<file path="config.mk">
export PLATFORM = sky130hd
export DESIGN_NAME = mul_seq_qfmt
export DESIGN_NICKNAME = d
export VERILOG_FILES = /design/src/rtl/mha_mul_pkg.sv /design/src/rtl/mul_qfmt_round_sat.sv /design/src/rtl/mul_seq_qfmt.sv
export SDC_FILE = /design/constraint.sdc
export NUM_CORES = 1
export LEC_CHECK = 0
export CORE_MARGIN = 2
export CORE_UTILIZATION = 44
export CTS_BUF_LIST = sky130_fd_sc_hd__clkbuf_16
export CTS_CLUSTER_SIZE = 40
export DETAILED_ROUTE_END_ITERATION = 12
export HOLD_SLACK_MARGIN = 0.03
export SYNTH_ARGS = -nofsm -noshare
export SYNTH_HDL_FRONTEND = slang
export SYNTH_HIERARCHICAL = 1
export SYNTH_SLANG_ARGS = --single-unit
export TNS_END_PERCENT = 30
</file>
<file path="constraint.sdc">
create_clock -name I_CLK -period 4.5 [get_ports I_CLK]
set_clock_uncertainty 0.05 [all_clocks]
set_input_delay 0.675 -clock I_CLK [delete_from_list [all_inputs] [get_ports I_CLK]]
set_output_delay 0.675 -clock I_CLK [all_outputs]
set_load 0.01 [all_outputs]
</file>
<file path="src/rtl/mha_mul_pkg.sv">
// rtl/mha_mul_pkg.sv - shared state, mode-bit and Q-range definitions for the MHA multipliers
package mha_mul_pkg;

  typedef enum logic [1:0] {
    IDLE = 2'd0,
    CALC = 2'd1,
    FIX  = 2'd2,
    DONE = 2'd3
  } mul_state_e;

  localparam int MODE_RND = 0;
  localparam int MODE_SAT = 1;

  function automatic longint q_max(input int dw);
    return (longint'(1) <<< (dw - 1)) - 1;
  endfunction

  function automatic longint q_min(input int dw);
    return -(longint'(1) <<< (dw - 1));
  endfunction

endpackage

</file>
<file path="src/rtl/mul_qfmt_round_sat.sv">
// rtl/mul_qfmt_round_sat.sv - full-precision product to D_W-bit Q result with round/saturate
module mul_qfmt_round_sat
  import mha_mul_pkg::*;
#(
  parameter int D_W    = 16,
  parameter int FRAC_W = 13
) (
  input  logic [2*D_W-1:0] acc,
  input  logic [1:0]       mode,
  output logic [D_W-1:0]   q,
  output logic             ovf
);

  // One guard bit above the product so the rounding add can never wrap.
  localparam int XW = 2 * D_W + 1;
  localparam logic signed [XW-1:0] R_MAX = XW'(q_max(D_W));
  localparam logic signed [XW-1:0] R_MIN = XW'(q_min(D_W));
  localparam logic signed [XW-1:0] HALF  =
    (FRAC_W > 0) ? (XW'(1) <<< ((FRAC_W > 0) ? FRAC_W - 1 : 0)) : '0;

  logic signed [XW-1:0] t;
  logic signed [XW-1:0] r;
  logic                 fits;

  always_comb begin
    t = XW'($signed(acc));
    if (mode[MODE_RND]) begin
      t = t + HALF;
    end
    r    = t >>> FRAC_W;
    fits = (r <= R_MAX) && (r >= R_MIN);
    ovf  = !fits;
    if (!fits && mode[MODE_SAT]) begin
      q = r[XW-1] ? R_MIN[D_W-1:0] : R_MAX[D_W-1:0];
    end else begin
      q = r[D_W-1:0];
    end
  end

endmodule

</file>
<file path="src/rtl/mul_seq_qfmt.sv">
// rtl/mul_seq_qfmt.sv - sequential signed shift-add Q-format multiplier with valid/ready output
module mul_seq_qfmt
  import mha_mul_pkg::*;
#(
  parameter int D_W    = 16,
  parameter int FRAC_W = 13
) (
  input  logic             I_CLK,
  input  logic             I_RST,
  input  logic             I_VLD,
  output logic             O_RDY,
  input  logic [D_W-1:0]   I_M1,
  input  logic [D_W-1:0]   I_M2,
  input  logic [1:0]       I_MODE,
  output logic             O_VLD,
  input  logic             I_RDY,
  output logic             O_BUSY,
  output logic [D_W-1:0]   O_PRODUCT,
  output logic [2*D_W-1:0] O_FULL,
  output logic             O_OVF
);

  localparam int PW = 2 * D_W;
  localparam int CW = $clog2(D_W);
  localparam logic [CW-1:0] LAST_STEP = CW'(D_W - 2);

  mul_state_e    state;
  mul_state_e    state_nxt;
  logic [PW-1:0] m1_ext;
  logic [PW-1:0] acc;
  logic [PW-1:0] acc_fix;
  logic [PW-1:0] full_q;
  logic [D_W-1:0] m2_q;
  logic [D_W-1:0] prod_q;
  logic [D_W-1:0] q_res;
  logic [1:0]    mode_q;
  logic [CW-1:0] cnt;
  logic          ovf_q;
  logic          q_ovf;
  logic          accept;

  assign accept = I_VLD && O_RDY;

  always_ff @(posedge I_CLK) begin
    if (I_RST) begin
      state <= IDLE;
    end else begin
      state <= state_nxt;
    end
  end

  always_comb begin
    state_nxt = state;
    case (state)
      IDLE:    if (accept) state_nxt = CALC;
      CALC:    if (cnt == LAST_STEP) state_nxt = FIX;
      FIX:     state_nxt = DONE;
      DONE:    if (I_RDY) state_nxt = I_VLD ? CALC : IDLE;
      default: state_nxt = IDLE;
    endcase
  end

  always_comb begin
    O_RDY = 1'b0;
    case (state)
      IDLE:    O_RDY = 1'b1;
      DONE:    O_RDY = I_RDY;
      default: O_RDY = 1'b0;
    endcase
    O_VLD  = (state == DONE);
    O_BUSY = (state != IDLE);
  end

  // The multiplier MSB carries negative weight, so the last partial product is subtracted.
  assign acc_fix = m2_q[D_W-1] ? (acc - (m1_ext << (D_W - 1))) : acc;

  mul_qfmt_round_sat #(
    .D_W   (D_W),
    .FRAC_W(FRAC_W)
  ) u_round_sat (
    .acc (acc_fix),
    .mode(mode_q),
    .q   (q_res),
    .ovf (q_ovf)
  );

  always_ff @(posedge I_CLK) begin
    if (I_RST) begin
      m1_ext <= '0;
      m2_q   <= '0;
      mode_q <= '0;
      acc    <= '0;
      cnt    <= '0;
      full_q <= '0;
      prod_q <= '0;
      ovf_q  <= 1'b0;
    end else if (accept) begin
      m1_ext <= PW'($signed(I_M1));
      m2_q   <= I_M2;
      mode_q <= I_MODE;
      acc    <= '0;
      cnt    <= '0;
    end else if (state == CALC) begin
      if (m2_q[cnt]) begin
        acc <= acc + (m1_ext << cnt);
      end
      cnt <= cnt + CW'(1);
    end else if (state == FIX) begin
      full_q <= acc_fix;
      prod_q <= q_res;
      ovf_q  <= q_ovf;
    end
  end

  assign O_PRODUCT = prod_q;
  assign O_FULL    = full_q;
  assign O_OVF     = ovf_q;

endmodule

</file>
== Word level (Yosys, flattened, before mapping) ==
Index checks and enable logic that the tools add are counted.
Cells by class
  $add $sub $neg: 4
  equality and inequality tests: 7
  shift operators: 1
  magnitude comparators: 3
  reductions and logical operators: 10
  muxes and demuxes: 12
  bitwise gates (word level): 2
Operators by type and width (count)
  $add A32 B14 Y33 const B: 1
  $mux W33: 1
  $add A32 B32 Y32: 1
  $mux W16: 2
  $mux W32: 1
  $shl A32 B4 Y32: 1
  $sub A32 B32 Y32: 1
  $ge A20 B16 Y1 const B: 1
  $le A20 B16 Y1 const B: 1
  $pmux W2 S4: 1
  $mux W2: 3
  $reduce_and A3 Y1: 2
  $lt A4 B5 Y1 const B: 1
  $add A4 B1 Y4 const B: 1
  $bmux W1 S4: 1
  $eq A2 B2 Y1 const B: 2
  $eq A4 B4 Y1 const B: 1
  $ne A2 B2 Y1 const B: 2
  $logic_and A1 B1 Y1: 3
  $eq A2 B1 Y1 const B: 1
  $logic_not A2 Y1: 1
  $mux W1: 2
  $ne A2 B1 Y1 const B: 1
  $not A1 Y1: 2
  5 further kinds: 5
Word-level totals
  output and inout bits: 52
  word-level logic and storage cells: 48
  register bits after elaboration: 121
  bits of input ports: 38

== Depth between registers and ports, before layout ==
Gate-level depths: netlist of the first run.
  depth after elaboration: 9
  mapped depth: 20
  gate-level depth less buffers: 19

== Cells and area by module ==
Netlist of the first run, hierarchy kept.
By module, submodules not included
  mul_seq_qfmt: area an instance 8010.2 um^2, cells each 1025, seq. area each 2422.3 um^2, times used 1
  mul_qfmt_round_sat: area an instance 611.8 um^2, cells each 79, seq. area each 0.0 um^2, times used 1

== Worst setup path before layout of the first run ==
OpenSTA, ideal clock, no wires.
  path type: register to register
  start: register m1_ext[1]
  end: register prod_q[5], in the netlist O_PRODUCT[5]
  arrival: 3.912 ns
  clock period less this slack: 4.089 ns
  buffers on the path: 1
  library setup time: 0.128 ns
  stages on the path, launching flop included: 20
  required time: 4.322 ns
  slack: 0.411 ns
  path through: dfxtp_1 > inv_1 > ha_1 > nor2b_1 > o21a_1 > o21ai_1 > a21oi_1 > a221o_1 > o31ai_1 > mux2_2 > nand2_1 > and4_1 > nand3_1 > or3_4 > and2_4 > o311ai_4 > buf_6 > a21oi_2 > mux2i_1 > nor2_1
Between the ends
  word-level cells in the longest chain between the ends: 9
  elaborated cells on any way between the ends: 11
  those cells by class: 2 x add/sub; 2 x order compare; 4 x mux; 3 x reduce/logical
RTL lines
  start: declaration: RTL line mul_seq_qfmt.sv:29  | logic [PW-1:0] m1_ext;
  start signal: assignment: RTL line mul_seq_qfmt.sv:98  | m1_ext <= PW'($signed(I_M1));
  $sub A32 B32 Y32 (*): RTL line mul_seq_qfmt.sv:75  | assign acc_fix = m2_q[D_W-1] ? (acc - (m1_ext << (D_W - 1))) : acc;
  $mux W32 (*): RTL line mul_seq_qfmt.sv:75
  net acc_fix[26]: RTL line mul_seq_qfmt.sv:31  | logic [PW-1:0] acc_fix;
  $add A32 B14 Y33: RTL line mul_qfmt_round_sat.sv:28  | t = t + HALF;
  $mux W33 (*): RTL line mul_qfmt_round_sat.sv:27  | if (mode[MODE_RND]) begin
  $le A20 B16 Y1 or $ge A20 B16 Y1 (tied branches): RTL line mul_qfmt_round_sat.sv:31  | fits = (r <= R_MAX) && (r >= R_MIN);
  $logic_and A1 B1 Y1: RTL line mul_qfmt_round_sat.sv:31
  $logic_not A1 Y1: RTL line mul_qfmt_round_sat.sv:33  | if (!fits && mode[MODE_SAT]) begin
  $logic_and A1 B1 Y1: RTL line mul_qfmt_round_sat.sv:33
  $mux W16 (*): RTL line mul_qfmt_round_sat.sv:33
  net q_res[5]: RTL line mul_seq_qfmt.sv:35  | logic [D_W-1:0] q_res;
  end signal: assignment: RTL line mul_seq_qfmt.sv:110  | prod_q <= q_res;
  end: declaration: RTL line mul_seq_qfmt.sv:34  | logic [D_W-1:0] prod_q;
Mark *: on every way through the listed nets, which the timed path passes. The rest lies on a longest branch.
A chain may end at the register's enable or synchronous reset.

== Final worst setup path of the first run ==
  start: register m1_ext[4]
  end: register prod_q[15], in the netlist O_PRODUCT[15]
The elaborated chain is that of the path after synthesis.

==> flow_metrics.py, run 1 <==
metrics = {
    "power_and_ir_drop": {
        "p_clk_share_pct": 24.3,
        "p_comb_share_pct": 50.7,
        "ir_worst_vdd_uv": 431,
        "power_density_nw_per_um2": 541,
        "p_leak_nw": 4.07,
        "net-switching-power_mw": 2.45,
        "p_int_mw": 3.16,
        "seq_power_share_pct": 25.0,
        "power_mw": 5.60,
        "p_sw_share_pct": 43.6,
    },
    "logic_synthesis": {
        "synth_mux_area_share_pct": 10.9,
        "synth-edff-count": 0,
        "synth_area_leader_cell": "dfxtp_1",
        "synthSimpleGateAreaFrac_pct": 21.3,
        "synthCells": 1104,
        "syn_area_um2": 8620,
        "synthAdderAreaFrac_pct": 8.45,
        "ys_ff_latch": 121,
        "synth_cell_type_count": 76,
        "synth_xor_area_share_pct": 4.88,
        "synthesis.nets": 1199,
        "synth_area_per_cell_um2": 7.81,
        "synth_compound_area_share_pct": 21.3,
        "synth.cells.most_frequent": "nand2_1, nor2_1, dfxtp_1",
        "ys_seq_area_share_pct": 28.1,
        "ys.flop_type": "dfxtp_1",
        "synthTopCellsByArea": "dfxtp_1, ha_1, mux2i_1, a21oi_1, nand2_1",
        "yosysTopAreaCellShare_pct": 28.1,
        "async_reset_ff_share_pct": 0,
        "synth_top_family_by_area": "compound AO/OA/AOI/OAI gates",
        "synth_most_common_cell": "nand2_1",
        "yosysWarnings": 6,
    },
    "timing": {
        "rsz0062_at_grt": "false",
        "slew_headroom_pct": 38.9,
        "finalCritPeriodShare_pct": 92.8,
        "worst_pin_slew_ns": 0.914,
        "finalSetupTns_ns": 0,
        "min_period_ns": 4.18,
        "slew_violations": 0,
        "finalHoldViolations": 0,
        "finalSetupViolCount": 0,
        "max_freq_mhz": 239,
    },
    "setup_path": {
        "crit_path_end_kind": "flip-flop",
        "path_class": "reg2reg",
        "cp_data_required_time_ns": 4.75,
        "reg2reg_depth": 17,
        "path_max_fanout": 16,
        "cp-start-kind": "flip-flop",
        "crit_arrival_ns": 4.43,
    },
    "cells_and_area": {
        "layout-drive-gt1-share_pct": 9.86,
        "nFillCells": 1916,
        "final_nets": 1269,
        "seq_area_um2": 2420,
        "diodes": 0,
        "multi_input_area_um2": 5790,
        "fin_area_um2": 10400,
        "syn2layout_area_growth_pct": 20.2,
    },
    "drt": {
        "drt_pass1_iterations": 5,
        "num_vias": 8014,
        "routedWlPerCell_um": 16.6,
        "wl_mm": 24.1,
        "drtAntennaViolNets": 0,
        "avgViaCountPerCell": 5.52,
        "drtIter0Drc": 601,
        "drc_errors": 0,
    },
    "job": {
        "maxCapViolations": 0,
    },
    "clock_tree": {
        "cts_tree": "yes",
        "cts_sinks": 121,
        "clock_latency_ns": 0.43,
        "clk_path_buf_depth": 2,
        "post_cts_buffers": 0,
        "cts_buffers": 17,
        "clkTransAtPathRegs_ns": 0.06,
        "htreeDepth": 4,
        "cts-root-buf": "clkbuf_16",
        "cts_hold_buf": 0,
    },
    "floorplan": {
        "die_h_um": 144,
        "start_util_pct": 44.6,
        "ios": 90,
        "dieWidth_um": 144,
        "rows": 51,
        "die_area_um2": 20700,
        "core_area_um2": 19300,
    },
    "global_routing": {
        "grt_pass1_wl_mm": 39.1,
        "grt_max_degree": 55,
        "grt_pass1_vias": 7541,
        "antenna_found_initial": 0,
        "grt_overflow": 0,
        "grt_usage_pct": 24.1,
    },
    "placement": {
        "gp_congestion": 0.867,
        "place_hpwl_mm": 18.1,
        "place_area_um2": 9760,
        "portBuffers": 89,
    },
    "status": {
        "outcome": "finished clean",
    },
    "worst_hold_path": {
        "hold_class": "reg2reg",
        "whs_path_depth": 2,
    },
}
layer usage:
metal | wire length, um | global-route usage, % | part of all wire, % | up-vias
met3 | 1120 | 3.74 | 4.6 | 30
met5 | 0 | 0 | 0 | -
met4 | 571 | 8.82 | 2.4 | 0
met1 | 11300 | 32.7 | 47 | 3739
li1 | - | - | - | 4059
met2 | 11100 | 38.7 | 46 | 186
critical path: stages (launching register included):
cell and delay, ns:
dfxtp_2 0.35, inv_1 0.05, ha_1 0.35, or2_2 0.31
a21oi_1 0.14, a21oi_1 0.07, a221o_1 0.36, o31ai_1 0.22
mux2_2 0.38, nand2_1 0.10, and4_1 0.20, nand3_1 0.09
or3_4 0.36, and2_4 0.19, o311a_4 0.46, a21o_1 0.18
mux2i_1 0.13, nor2_1 0.05
timing repair:
item | in CTS | in global routing
setup endpoints to repair | 0 | 17
hold endpoints to repair | 0 | 0
gates resized for setup | 0 | 7
cell usage in the layout, fill, tap and decap left out, types with 11 or more instances in the layout:
| cell | count |
|---|---|
| clkbuf_16 | 17 |
| a21oi_1 | 117 |
| xor2_1 | 16 |
| o21ai_0 | 33 |
| nor2_1 | 130 |
| buf_4 | 25 |
| inv_1 | 39 |
| a21o_1 | 21 |
| mux2i_1 | 66 |
| clkdlybuf4s50_1 | 88 |
| nor3_1 | 20 |
| nand3_1 | 33 |
| ha_1 | 54 |
| dfxtp_1 | 119 |
| mux2_2 | 11 |
| a21oi_2 | 15 |
| and3_1 | 14 |
| xnor2_1 | 31 |
| nand2_1 | 151 |
registers in the layout, indices dropped and copies added (netlist names):
signal     cells
O_FULL        32
cnt            4
state          2
O_OVF          1
O_PRODUCT     16
m1_ext        16
acc           32
m2_q          16
mode_q         2
area by class of cell:
cell class                      count  area share, %
Clock inverter                     15           1.52
Clock buffer                       17           4.10
Sequential cell                   121           23.4
Multi-Input combinational cell    878           55.8
Timing Repair Buffer              115           10.5
Inverter                           41           1.48
Tap cell                          265           3.20
power groups by stage:
| stage | registers, mW | clock network [mW] | logic (mW) |
|---|---|---|---|
| CTS | 1.40 | 1.39 | 2.82 |
| floorplan | 1.36 | 0 | 2.08 |
| detailed placement | 1.42 | 0 | 2.79 |
| global placement | 1.42 | 0 | 2.79 |
| finish | 1.40 | 1.36 | 2.84 |
| global route | 1.43 | 1.43 | 3.16 |
through the flow:
step | setup slack (ns) | instances | util (%) | hold WS, ns
floorplan | 0.411 | 1104 | - | 0.383
global placement | 0.269 | 1420 | 50.5 | 0.391
detailed placement | 0.289 | 1420 | 50.5 | 0.398
CTS | 0.251 | 1452 | 53.5 | 0.406
global route | 0.00742 | 1452 | 53.6 | 0.429
finish | 0.324 | 1452 | 53.6 | 0.401
cells by family (layout without fill, tap and decap cells):
family,Yosys count,in the layout
AND/OR/NAND/NOR,408,408
flip-flops,121,121
AO/OA/AOI/OAI,281,281
buffers and inverters,105,188
adder cells (fa/ha/maj),57,57
multiplexers,84,84
XOR/XNOR,48,48
worst paths after layout:
check                           slack, ns       endpoint       from
worst min-delay path                 0.40        m2_q[9]    m2_q[9]
worst max-delay path                 0.32  O_PRODUCT[15]  m1_ext[4]
worst min register to register       0.40        m2_q[9]    m2_q[9]
worst max register to register       0.32  O_PRODUCT[15]  m1_ext[4]
Note: power is estimated with default switching activity, not from simulation.
==> inputs of run 2 (changes only) <==
--- a/config.mk
+++ b/config.mk
@@ -11,6 +11,7 @@
 export CTS_CLUSTER_SIZE = 40
 export DETAILED_ROUTE_END_ITERATION = 12
 export HOLD_SLACK_MARGIN = 0.03
+export SKIP_CTS_REPAIR_TIMING = 1
 export SYNTH_ARGS = -nofsm -noshare
 export SYNTH_HDL_FRONTEND = slang
 export SYNTH_HIERARCHICAL = 1
==> results of run 2 <==
The final DEF is identical to that of run 1; final timing and power are the same.
==> inputs of run 3 (changes only) <==
--- a/config.mk
+++ b/config.mk
@@ -5,7 +5,6 @@
 export SDC_FILE = /design/constraint.sdc
 export NUM_CORES = 1
 export LEC_CHECK = 0
-export CORE_MARGIN = 2
 export CORE_UTILIZATION = 44
 export CTS_BUF_LIST = sky130_fd_sc_hd__clkbuf_16
 export CTS_CLUSTER_SIZE = 40
==> flow_metrics.py, run 3 (synthesized netlist as in run 1, its figures left out) <==
metrics = {
    "status": {
        "outcome": "finished clean",
    },
    "placement": {
        "pre_cts_slack_ns": 0.269,
        "portBuffers": 89,
        "place_hpwl_mm": 17.9,
        "place_area_um2": 9760,
        "gp_congestion": 0.895,
    },
    "clock_tree": {
        "cts_sinks": 121,
        "cts-root-buf": "clkbuf_16",
        "clkTransAtPathRegs_ns": 0.06,
        "cts_buffers": 17,
        "htreeDepth": 4,
        "cts_tree": "yes",
        "clock_latency_ns": 0.43,
        "clk_path_buf_depth": 2,
    },
    "cells_and_area": {
        "layout-drive-gt1-share_pct": 9.60,
        "fin_area_um2": 10400,
        "final_nets": 1270,
        "layout_commonest_cell": "nand2_1",
        "syn2layout_area_growth_pct": 20.4,
        "mostFrequentLayoutCells": "nand2_1, nor2_1, dfxtp_1",
        "final_core_util_pct": 54.8,
        "diodes": 0,
    },
    "setup_path": {
        "cp_slowest_cell": "o311a_4",
        "path_class": "reg2reg",
        "crit_path_frequent_cell": "a21oi_1",
        "cp_top_family": "compound AO/OA/AOI/OAI gates",
        "critPathMaxStageDelay_ns": 0.47,
        "cp_data_required_time_ns": 4.75,
        "crit_arrival_ns": 4.46,
        "path_max_fanout": 16,
        "crit_path_end_kind": "flip-flop",
        "crit_chain": "inv_1 > ha_1 > or2_2 > a21oi_1 > a21oi_1 > a221o_1 > o31ai_1 > mux2_2 > nand2_1 > and4_1 > nand3_1 > or3_4 > and2_4 > o311a_4 > a21o_1 > mux2i_1 > nor2_1",
        "crit_buf_inv": 1,
        "cp-start-kind": "flip-flop",
    },
    "drt": {
        "drtIter0Drc": 728,
        "drt_pass1_iterations": 6,
        "drc_errors": 0,
        "routedWlPerCell_um": 16.7,
        "num_vias": 7992,
        "drtAntennaViolNets": 0,
        "wl_mm": 24.1,
        "avgViaCountPerCell": 5.52,
    },
    "timing": {
        "max_freq_mhz": 237,
        "rsz0062_at_grt": "false",
        "finalCritPeriodShare_pct": 93.6,
        "finalSetupTns_ns": 0,
        "slew_headroom_pct": 43.4,
        "finalHoldViolations": 0,
        "timing.final.ws_setup_ns": 0.289,
        "finalSetupViolCount": 0,
        "slew_violations": 0,
        "min_period_ns": 4.21,
        "worst_pin_slew_ns": 0.847,
    },
    "global_routing": {
        "grt_pass1_vias": 7453,
        "antenna_found_initial": 0,
        "grt_max_degree": 55,
        "grt_pass1_wl_mm": 38.7,
        "grt_overflow": 0,
        "grt_usage_pct": 24.6,
    },
    "power_and_ir_drop": {
        "p_leak_nw": 4.10,
        "power_density_nw_per_um2": 547,
        "ir_worst_vdd_uv": 561,
    },
    "floorplan": {
        "dieWidth_um": 142,
        "ios": 90,
        "core_area_um2": 19000,
        "rows": 50,
        "die_area_um2": 20200,
        "start_util_pct": 45.5,
        "die_h_um": 142,
    },
    "worst_hold_path": {
        "hold_class": "reg2reg",
    },
    "job": {
        "maxCapViolations": 0,
    },
}
-- run 3: report_power, final --
| part | internal [mW] | switching (mW) | total, mW | leakage, nW |
|---|---|---|---|---|
| Clock | 0.884 | 0.567 | 1.45 | 0.306 |
| Sequential | 1.23 | 0.149 | 1.38 | 0.980 |
| Combinational | 1.15 | 1.71 | 2.86 | 2.81 |
-- run 3: final timing paths --
| path | from | to | slack (ns) | cells after the start |
|---|---|---|---|---|
| max | m1_ext[4] | O_PRODUCT[15] | 0.29 | 17 |
| min | m2_q[7] | m2_q[7] | 0.40 | 2 |
| max reg2reg | m1_ext[4] | O_PRODUCT[15] | 0.29 | 17 |
| min reg2reg | m2_q[7] | m2_q[7] | 0.40 | 2 |
-- run 3: metal layers --
layer | track usage [%] | routed length [um] | vias to the layer above
met5 | 0 | 0 | -
met4 | 7.53 | 374 | 0
met3 | 3.77 | 1140 | 25
met2 | 39.8 | 11100 | 199
met1 | 33.7 | 11500 | 3705
li1 | - | - | 4063
-- run 3: worst min-delay path: stages (launching register included) --
cell     delay (ns)
dfxtp_1        0.31
nand2_1        0.05
a21oi_1        0.05
-- run 3: cell type report --
cell class	count	area [um^2]
well taps	260	325
multi-input cells	878	5780
fillers	1823	8570
clock buffers	17	425
flip-flops and latches	121	2420
inverters	41	154
clock inverters	15	189
repair buffers	116	1090
-- run 3: metrics by stage --
| step | power, mW | instances | hold slack, ns |
|---|---|---|---|
| 2_1_floorplan | 3.44 | 1104 | 0.383 |
| 3_3_place_gp | 4.21 | 1416 | 0.392 |
| 3_5_place_dp | 4.21 | 1416 | 0.398 |
| 4_1_cts | 5.69 | 1448 | 0.407 |
| 5_1_grt | 6.08 | 1448 | 0.426 |
| 6_report | 5.68 | 1448 | 0.404 |
